===== src/rtl/arr_out_drain_if.sv =====
// Array-side psum bus and SRAM-side write port of the systolic output stage.
// The design uses the slave view; whoever feeds rows and watches writes uses master.
interface arr_out_drain_if #(
  parameter int N      = 16,
  parameter int PSUM_W = 24,
  parameter int ADDR_W = 16
);
  logic [N*PSUM_W-1:0] psum_in;
  logic [N-1:0]        psum_valid;
  logic                pass_first;
  logic                pass_last;
  logic                out_wen;
  logic [ADDR_W-1:0]   out_addr;
  logic [7:0]          out_data;

  modport master (
    output psum_in, psum_valid, pass_first, pass_last,
    input  out_wen, out_addr, out_data
  );

  modport slave (
    input  psum_in, psum_valid, pass_first, pass_last,
    output out_wen, out_addr, out_data
  );
endinterface


===== src/rtl/arr_out_drain.sv =====
// Systolic array output stage: deskews column psums, accumulates across passes,
// requantizes to int8 and writes finished rows serially into the output SRAM.
module arr_out_drain #(
  parameter int N      = 16,
  parameter int PSUM_W = 24,
  parameter int ACC_W  = 32,
  parameter int ADDR_W = 16
) (
  input  logic              clk,
  input  logic              rst,
  input  logic              start,
  input  logic [ADDR_W-1:0] cfg_base_addr,
  input  logic [15:0]       cfg_rows,
  input  logic [4:0]        cfg_shift,
  input  logic              cfg_relu,
  arr_out_drain_if.slave    bus,
  output logic              busy,
  output logic              done,
  output logic              err_overrun,
  output logic              err_overflow
);
  localparam int CW = $clog2(N);

  typedef enum logic {DR_IDLE, DR_WRITE} dr_state_t;

  dr_state_t state_q, state_d;

  logic [CW-1:0]            col_q;
  logic [15:0]              rows_cfg_q, rows_written_q;
  logic [4:0]               shift_q;
  logic                     relu_q;
  logic [ADDR_W-1:0]        wr_addr_q;
  logic [N-1:0]             mask_q;
  logic signed [PSUM_W-1:0] cap_q [N];
  logic                     row_first_q, row_last_q, row_done_q;
  logic signed [ACC_W-1:0]  acc_q [N];
  logic                     acc_valid_q, acc_last_q;
  logic signed [7:0]        bank_q [N];
  logic signed [7:0]        q_row [N];

  logic [N-1:0]      accepted, clashed;
  logic              row_complete, last_col, finishing, drain_free, row_ready, load, emit;
  logic signed [7:0] emit_data;

  function automatic logic signed [7:0] requant(input logic signed [ACC_W-1:0] a,
                                                input logic [4:0] sh, input logic relu);
    logic signed [ACC_W-1:0] s;
    s = a >>> sh;
    if (relu && s < 0) s = '0;
    if (s > 127) return 8'sh7F;
    if (s < -128) return 8'sh80;
    return s[7:0];
  endfunction

  // A column that arrives while its mask bit is still set belongs to no row: drop it.
  always_comb begin
    accepted     = bus.psum_valid & ~mask_q & {N{busy}};
    clashed      = bus.psum_valid & mask_q & {N{busy}};
    row_complete = busy && ((mask_q | accepted) == {N{1'b1}});
  end

  always_comb begin
    for (int i = 0; i < N; i++) q_row[i] = requant(acc_q[i], shift_q, relu_q);
  end

  // The drain can take a new row on the very edge its last column is written.
  assign last_col   = (state_q == DR_WRITE) && (col_q == CW'(N - 1));
  assign finishing  = last_col && (rows_written_q + 16'd1 == rows_cfg_q);
  assign drain_free = (state_q == DR_IDLE) || last_col;
  assign row_ready  = busy && acc_valid_q && acc_last_q;
  assign load       = row_ready && drain_free && !finishing;

  always_ff @(posedge clk) begin
    if (rst) state_q <= DR_IDLE;
    else     state_q <= state_d;
  end

  always_comb begin
    state_d = state_q;
    case (state_q)
      DR_IDLE:  if (load) state_d = DR_WRITE;
      DR_WRITE: if (last_col && !load) state_d = DR_IDLE;
      default:  state_d = DR_IDLE;
    endcase
    if (start) state_d = DR_IDLE;
  end

  always_comb begin
    emit      = 1'b0;
    emit_data = bank_q[0];
    if (load) begin
      emit      = 1'b1;
      emit_data = q_row[0];
    end else if (state_q == DR_WRITE && !last_col) begin
      emit      = 1'b1;
      emit_data = bank_q[col_q + CW'(1)];
    end
  end

  always_ff @(posedge clk) begin
    if (rst) begin
      busy           <= 1'b0;
      done           <= 1'b0;
      err_overrun    <= 1'b0;
      err_overflow   <= 1'b0;
      bus.out_wen    <= 1'b1;
      bus.out_addr   <= '0;
      bus.out_data   <= '0;
      mask_q         <= '0;
      row_first_q    <= 1'b0;
      row_last_q     <= 1'b0;
      row_done_q     <= 1'b0;
      acc_valid_q    <= 1'b0;
      acc_last_q     <= 1'b0;
      col_q          <= '0;
      rows_written_q <= '0;
      rows_cfg_q     <= '0;
      shift_q        <= '0;
      relu_q         <= 1'b0;
      wr_addr_q      <= '0;
    end else if (start) begin
      busy           <= 1'b1;
      done           <= 1'b0;
      err_overrun    <= 1'b0;
      err_overflow   <= 1'b0;
      bus.out_wen    <= 1'b1;
      mask_q         <= '0;
      row_first_q    <= 1'b0;
      row_last_q     <= 1'b0;
      row_done_q     <= 1'b0;
      acc_valid_q    <= 1'b0;
      acc_last_q     <= 1'b0;
      col_q          <= '0;
      rows_written_q <= '0;
      rows_cfg_q     <= cfg_rows;
      shift_q        <= cfg_shift;
      relu_q         <= cfg_relu;
      wr_addr_q      <= cfg_base_addr;
    end else begin
      done        <= finishing;
      if (finishing) busy <= 1'b0;
      mask_q      <= row_complete ? '0 : (mask_q | accepted);
      if (|clashed) err_overrun <= 1'b1;
      if (accepted[0]) begin
        row_first_q <= bus.pass_first;
        row_last_q  <= bus.pass_last;
      end
      row_done_q  <= row_complete;
      acc_valid_q <= row_done_q;
      acc_last_q  <= row_last_q;
      if (row_ready && !drain_free) err_overflow <= 1'b1;
      if (last_col) rows_written_q <= rows_written_q + 16'd1;
      if (load)                                     col_q <= '0;
      else if (state_q == DR_WRITE && !last_col)    col_q <= col_q + CW'(1);
      bus.out_wen <= ~emit;
      if (emit) begin
        bus.out_addr <= wr_addr_q;
        bus.out_data <= emit_data;
        wr_addr_q    <= wr_addr_q + ADDR_W'(1);
      end
    end
  end

  // Capture values need no reset: the mask decides whether they mean anything.
  always_ff @(posedge clk) begin
    if (rst || start) begin
      for (int i = 0; i < N; i++) acc_q[i] <= '0;
    end else if (row_done_q) begin
      for (int i = 0; i < N; i++)
        acc_q[i] <= row_first_q ? ACC_W'(cap_q[i]) : acc_q[i] + ACC_W'(cap_q[i]);
    end
    for (int i = 0; i < N; i++)
      if (accepted[i]) cap_q[i] <= bus.psum_in[i*PSUM_W +: PSUM_W];
    if (load)
      for (int i = 0; i < N; i++) bank_q[i] <= q_row[i];
  end
endmodule

===== src/flat_wrapper.sv =====
// flat-port wrapper written by rule: the top's interface ports become plain ports
module arr_out_drain_flat 
#(
  parameter int N      = 16,
  parameter int PSUM_W = 24,
  parameter int ACC_W  = 32,
  parameter int ADDR_W = 16
)
  (clk, rst, start, cfg_base_addr, cfg_rows, cfg_shift, cfg_relu, busy, done, err_overrun, err_overflow, bus_psum_in, bus_psum_valid, bus_pass_first, bus_pass_last, bus_out_wen, bus_out_addr, bus_out_data);
  arr_out_drain_if #(.N(N), .PSUM_W(PSUM_W), .ADDR_W(ADDR_W)) bus_i ();
  input  logic clk;
  input  logic rst;
  input  logic start;
  input  logic [ADDR_W-1:0] cfg_base_addr;
  input  logic [15:0] cfg_rows;
  input  logic [4:0] cfg_shift;
  input  logic cfg_relu;
  output logic busy;
  output logic done;
  output logic err_overrun;
  output logic err_overflow;
  input wire logic [$bits(bus_i.psum_in)-1:0] bus_psum_in;
  input wire logic [$bits(bus_i.psum_valid)-1:0] bus_psum_valid;
  input wire logic [$bits(bus_i.pass_first)-1:0] bus_pass_first;
  input wire logic [$bits(bus_i.pass_last)-1:0] bus_pass_last;
  output wire logic [$bits(bus_i.out_wen)-1:0] bus_out_wen;
  output wire logic [$bits(bus_i.out_addr)-1:0] bus_out_addr;
  output wire logic [$bits(bus_i.out_data)-1:0] bus_out_data;
  assign bus_i.psum_in = bus_psum_in;
  assign bus_i.psum_valid = bus_psum_valid;
  assign bus_i.pass_first = bus_pass_first;
  assign bus_i.pass_last = bus_pass_last;
  assign bus_out_wen = bus_i.out_wen;
  assign bus_out_addr = bus_i.out_addr;
  assign bus_out_data = bus_i.out_data;
  arr_out_drain #(.N(N), .PSUM_W(PSUM_W), .ACC_W(ACC_W), .ADDR_W(ADDR_W)) u_core (.clk(clk), .rst(rst), .start(start), .cfg_base_addr(cfg_base_addr), .cfg_rows(cfg_rows), .cfg_shift(cfg_shift), .cfg_relu(cfg_relu), .bus(bus_i), .busy(busy), .done(done), .err_overrun(err_overrun), .err_overflow(err_overflow));
endmodule

===== config.mk =====
export PLATFORM = sky130hd
export DESIGN_NAME = arr_out_drain_flat
export DESIGN_NICKNAME = d
export VERILOG_FILES = /design/src/rtl/arr_out_drain_if.sv /design/src/rtl/arr_out_drain.sv /design/src/flat_wrapper.sv
export SDC_FILE = /design/constraint.sdc
export NUM_CORES = 2
export LEC_CHECK = 0
export BUFFER_PORTS_ARGS = -buffer_cell sky130_fd_sc_hd__buf_4
export CAP_MARGIN = 40
export CORE_AREA = 4 4 524 526
export CTS_CLUSTER_DIAMETER = 50
export CTS_CLUSTER_SIZE = 8
export DETAILED_ROUTE_END_ITERATION = 10
export DIE_AREA = 0 0 528 530
export GPL_TIMING_DRIVEN = 0
export HOLD_SLACK_MARGIN = 0.15
export PLACE_DENSITY_LB_ADDON = 0.12
export REMOVE_ABC_BUFFERS = 1
export SETUP_SLACK_MARGIN = 0.2
export SLEW_MARGIN = 40
export SYNTH_ARGS = -nofsm -noshare
export SYNTH_HDL_FRONTEND = slang
export SYNTH_SLANG_ARGS = --single-unit

===== constraint.sdc =====
create_clock -name clk -period 28 [get_ports clk]
set_input_delay 1.4 -clock clk [delete_from_list [all_inputs] [get_ports clk]]
set_output_delay 1.4 -clock clk [all_outputs]
set_load 0.1 [all_outputs]

==> impl_metrics.tcl <==
set metrics [dict create \
    status "finished, final reports clean" \
    routabilityCongestion 0.890 \
    hold_viol 0 \
    fin_nets 11600 \
    antenna_found_initial 39 \
    arrival_ps 6060 \
    worst-path-max-fanout 43 \
    critical_path_required_ps 28600 \
    path_class "register to register" \
    cp_slowest_cell "dfxtp_4" \
    row_count 191 \
    cts.clk_slew.worst_paths_ps 50 \
    hpwl_mm 241 \
    worstPathCellList "buf_12 -> buf_12 -> buf_12 -> buf_12 -> buf_12 -> nor2_4 -> buf_16 -> buf_8 -> nand2_4 -> buf_12 -> mux2i_1 -> nand2_1 -> nor2_1 -> nand4_1 -> nor3_1 -> a21oi_1 -> or4_4 -> o41ai_4 -> o21ai_1" \
    vias 81500 \
    period_needed_ps 5460 \
    drt_pass1_iterations 9 \
    cts_made_buffers 220 \
    hold_path.class "register to register" \
    grt_pass1_vias 79000 \
    postRouteWirelength_mm 322 \
    peakVddDrop_mv 0.0443 \
    cpPeakStageDelay_ps 710 \
    finalPower_w 0.00612 \
    numPortBuffers 471 \
    cts_hold_buf 0 \
    synth_seq_cells 1133 \
    drt_iter0_markers 6320 \
    power_leakage_nw 43.9 \
    worstSkewPairLatency_ps 910 \
    io_pins 472 \
    yosys_warnings 0 \
    cts_max_level 4 \
    routed_via_density 5.68 \
    ys_seq_area_share_pct 35.1 \
    syn_avg_cell_area_sq_um 9.07 \
    setup_viol 0 \
    syn_to_final_growth_pct 17.6 \
    rsz0062_at_grt "false" \
    overflow 0 \
    start_util_pct 34.8 \
    grt_max_degree 87 \
    final_design_area_no_fill_sq_mm 0.110 \
    clockRootBuffer "clkbuf_16" \
    die_area_sq_mm 0.280 \
    cp-start-kind "register" \
    finClkSkew_ps 68.6 \
    async_reset_ff_share_pct 0 \
    holdWs_ps 460 \
    netlist_instances 10400 \
    drive_gt1_share_pct 14.1 \
    ys.flop_type "edfxtp_1" \
    synth.area.top_cells "edfxtp_1 33%, ha_1 6.6%, mux4_2 6.6%, a21oi_1 5.9%, nand2_1 5.7%" \
    cap_violations 0 \
    syn_area_sq_mm 0.0939 \
    synth.distinct_cells 103 \
    dpl-instance-area_sq_mm 0.103 \
    period_share_pct 19.5 \
    cts_setup_buffers 0 \
    max_freq_ghz 0.183 \
    report.final.slew_viol_count 0 \
    die_height_microns 530 \
    postCtsResizedCells 0 \
    crit_top_cell "buf_12" \
    synth_top_area_share_pct 32.7 \
    slew_headroom_pct 41.0 \
    die_width_microns 528 \
    core_sq_mm 0.270 \
    grt_pass1_wl_mm 487 \
    end_kind "register" \
    final_antenna_net_count 0 \
    cts_tree "built" \
    path_buf_inv 8 \
    drcViolationCount 0 \
    worst_pin_slew_ps 883 \
    clock-sinks 1133 \
    wire_per_inst_microns 22.4 \
    grtUsageTotal_pct 22.1 \
    synth_area_leader_cell "edfxtp_1" \
    synth_edf_count 1024 \
    power-per-cell-area_mw_per_mm2 55.4 \
    path_delay_family "buffers and inverters" \
    clockBufferDepth 4 \
]
-- cells in the mapped netlist, types with 86 or more instances --
master    number
xnor2_1      298
mux4_2       277
o21ai_1      107
xor2_1       173
nand2_1     1433
nand4_1       86
buf_1         91
nor3_1       139
a211oi_1     172
o21ai_0      664
o211ai_1     116
inv_1        173
nor2b_1      116
a21o_1       276
clkbuf_1     317
nand3_1      143
mux2i_1      486
edfxtp_1    1024
a31oi_1      106
nor2_1      1070
ha_1         499
mux2_2       131
a21oi_1     1108
dfxtp_1      109
buf_2        154
-- tightest hold or removal path, delay by kind of cell, from the launching register on --
family | cells | cell delay [ps]
and+or+nand+nor | 1 | 50
AOI/OAI and AO/OA | 1 | 50
DFF | 1 | 310
-- path summary, 6_finish.rpt --
| kind | end | cells after the start | slack [ps] | from |
|---|---|---|---|---|
| setup / recovery | u_core.bank_q[2][0] | 19 | 22540 | u_core.shift_q[2] |
| setup reg to reg | u_core.bank_q[2][0] | 19 | 22540 | u_core.shift_q[2] |
| hold / removal | u_core.bus.out_addr[9] | 2 | 460 | u_core.bus.out_addr[9] |
| hold reg to reg | u_core.bus.out_addr[9] | 2 | 460 | u_core.bus.out_addr[9] |
-- placed cells by master (no fill, tap or decap), drive strengths merged, types with 66 or more instances in the layout --
cell type | Yosys | final
o21a | 85 | 85
a31oi | 106 | 106
nand4 | 86 | 86
and3 | 71 | 71
mux2 | 134 | 134
o21bai | 80 | 80
xnor2 | 298 | 298
nor2b | 116 | 116
clkbuf | 317 | 275
nand2 | 1433 | 1433
nor4 | 66 | 66
inv | 174 | 179
edfxtp | 1024 | 1024
dfxtp | 109 | 109
a21o | 276 | 276
xor2 | 173 | 173
clkinv | 5 | 74
ha | 499 | 499
nor2 | 1071 | 1071
mux4 | 284 | 284
a211oi | 172 | 172
o211ai | 116 | 116
mux2i | 486 | 486
buf | 298 | 643
o21ai | 772 | 772
nand3 | 145 | 145
a21oi | 1111 | 1111
nand2b | 85 | 85
nor3 | 142 | 142
-- metal layers --
metal | vias up | part of all wire (%) | GRT usage [%]
li1 | 39300 | - | -
met1 | 39700 | 47 | 31.3
met2 | 2053 | 45 | 34.8
met3 | 448 | 4.6 | 2.37
met4 | 0 | 3.2 | 7.84
met5 | - | 0 | 0
-- registers in the layout, indices dropped and copies added, names as in the netlist, 8 cells and up --
| name | count |
|---|---|
| u_core.rows_written_q | 16 |
| u_core.acc_q | 512 |
| u_core.rows_cfg_q | 16 |
| u_core.cap_q | 384 |
| u_core.bus.out_data | 8 |
| u_core.mask_q | 16 |
| u_core.wr_addr_q | 16 |
| u_core.bus.out_addr | 16 |
| u_core.bank_q | 128 |
-- through the flow --
step | worst slack, ps | TNS (ps) | utilization (%) | cells
4_1_cts | 22610 | 0 | 40.9 | 14300
5_1_grt | 22270 | 0 | 40.9 | 14400
3_3_place_gp | -32890 | - | 36.7 | 13800
3_5_place_dp | 22600 | 0 | 38.2 | 14000
6_report | 22540 | 0 | 40.9 | 14400
2_1_floorplan | -428 | -6970 | - | 9738
-- report_power, final --
group	switching, W	total (W)	internal [W]
clock network	0.000940	0.00263	0.00169
registers	0.000106	0.00205	0.00194
logic	0.000828	0.00144	0.000611
-- final cells by class --
| cell class | instances | area [sq um] |
|---|---|---|
| fillers | 26700 | 160000 |
| multi-input cells | 8426 | 57900 |
| flip-flops and latches | 1133 | 33000 |
| repair buffers | 643 | 7180 |
| clock buffers | 275 | 5940 |
| well taps | 3570 | 4470 |
| clock inverters | 112 | 1300 |
| inverters | 179 | 714 |
| diodes | 20 | 50.0 |
-- kinds of logic (layout without fill, tap and decap cells) --
| logic type | count (synthesis) | in the layout | synth area share [%] |
|---|---|---|---|
| other cells | 0 | 20 | 0 |
| buf+inv | 794 | 1209 | 3.69 |
| mux | 904 | 904 | 13.6 |
| xor+xnor | 471 | 471 | 4.39 |
| flops | 1133 | 1133 | 35.1 |
| compound gates | 3109 | 3109 | 20.2 |
| fa+ha+maj | 515 | 515 | 6.99 |
| simple gates | 3427 | 3427 | 16.0 |
No activity file was read; power rests on OpenSTA's default activity.
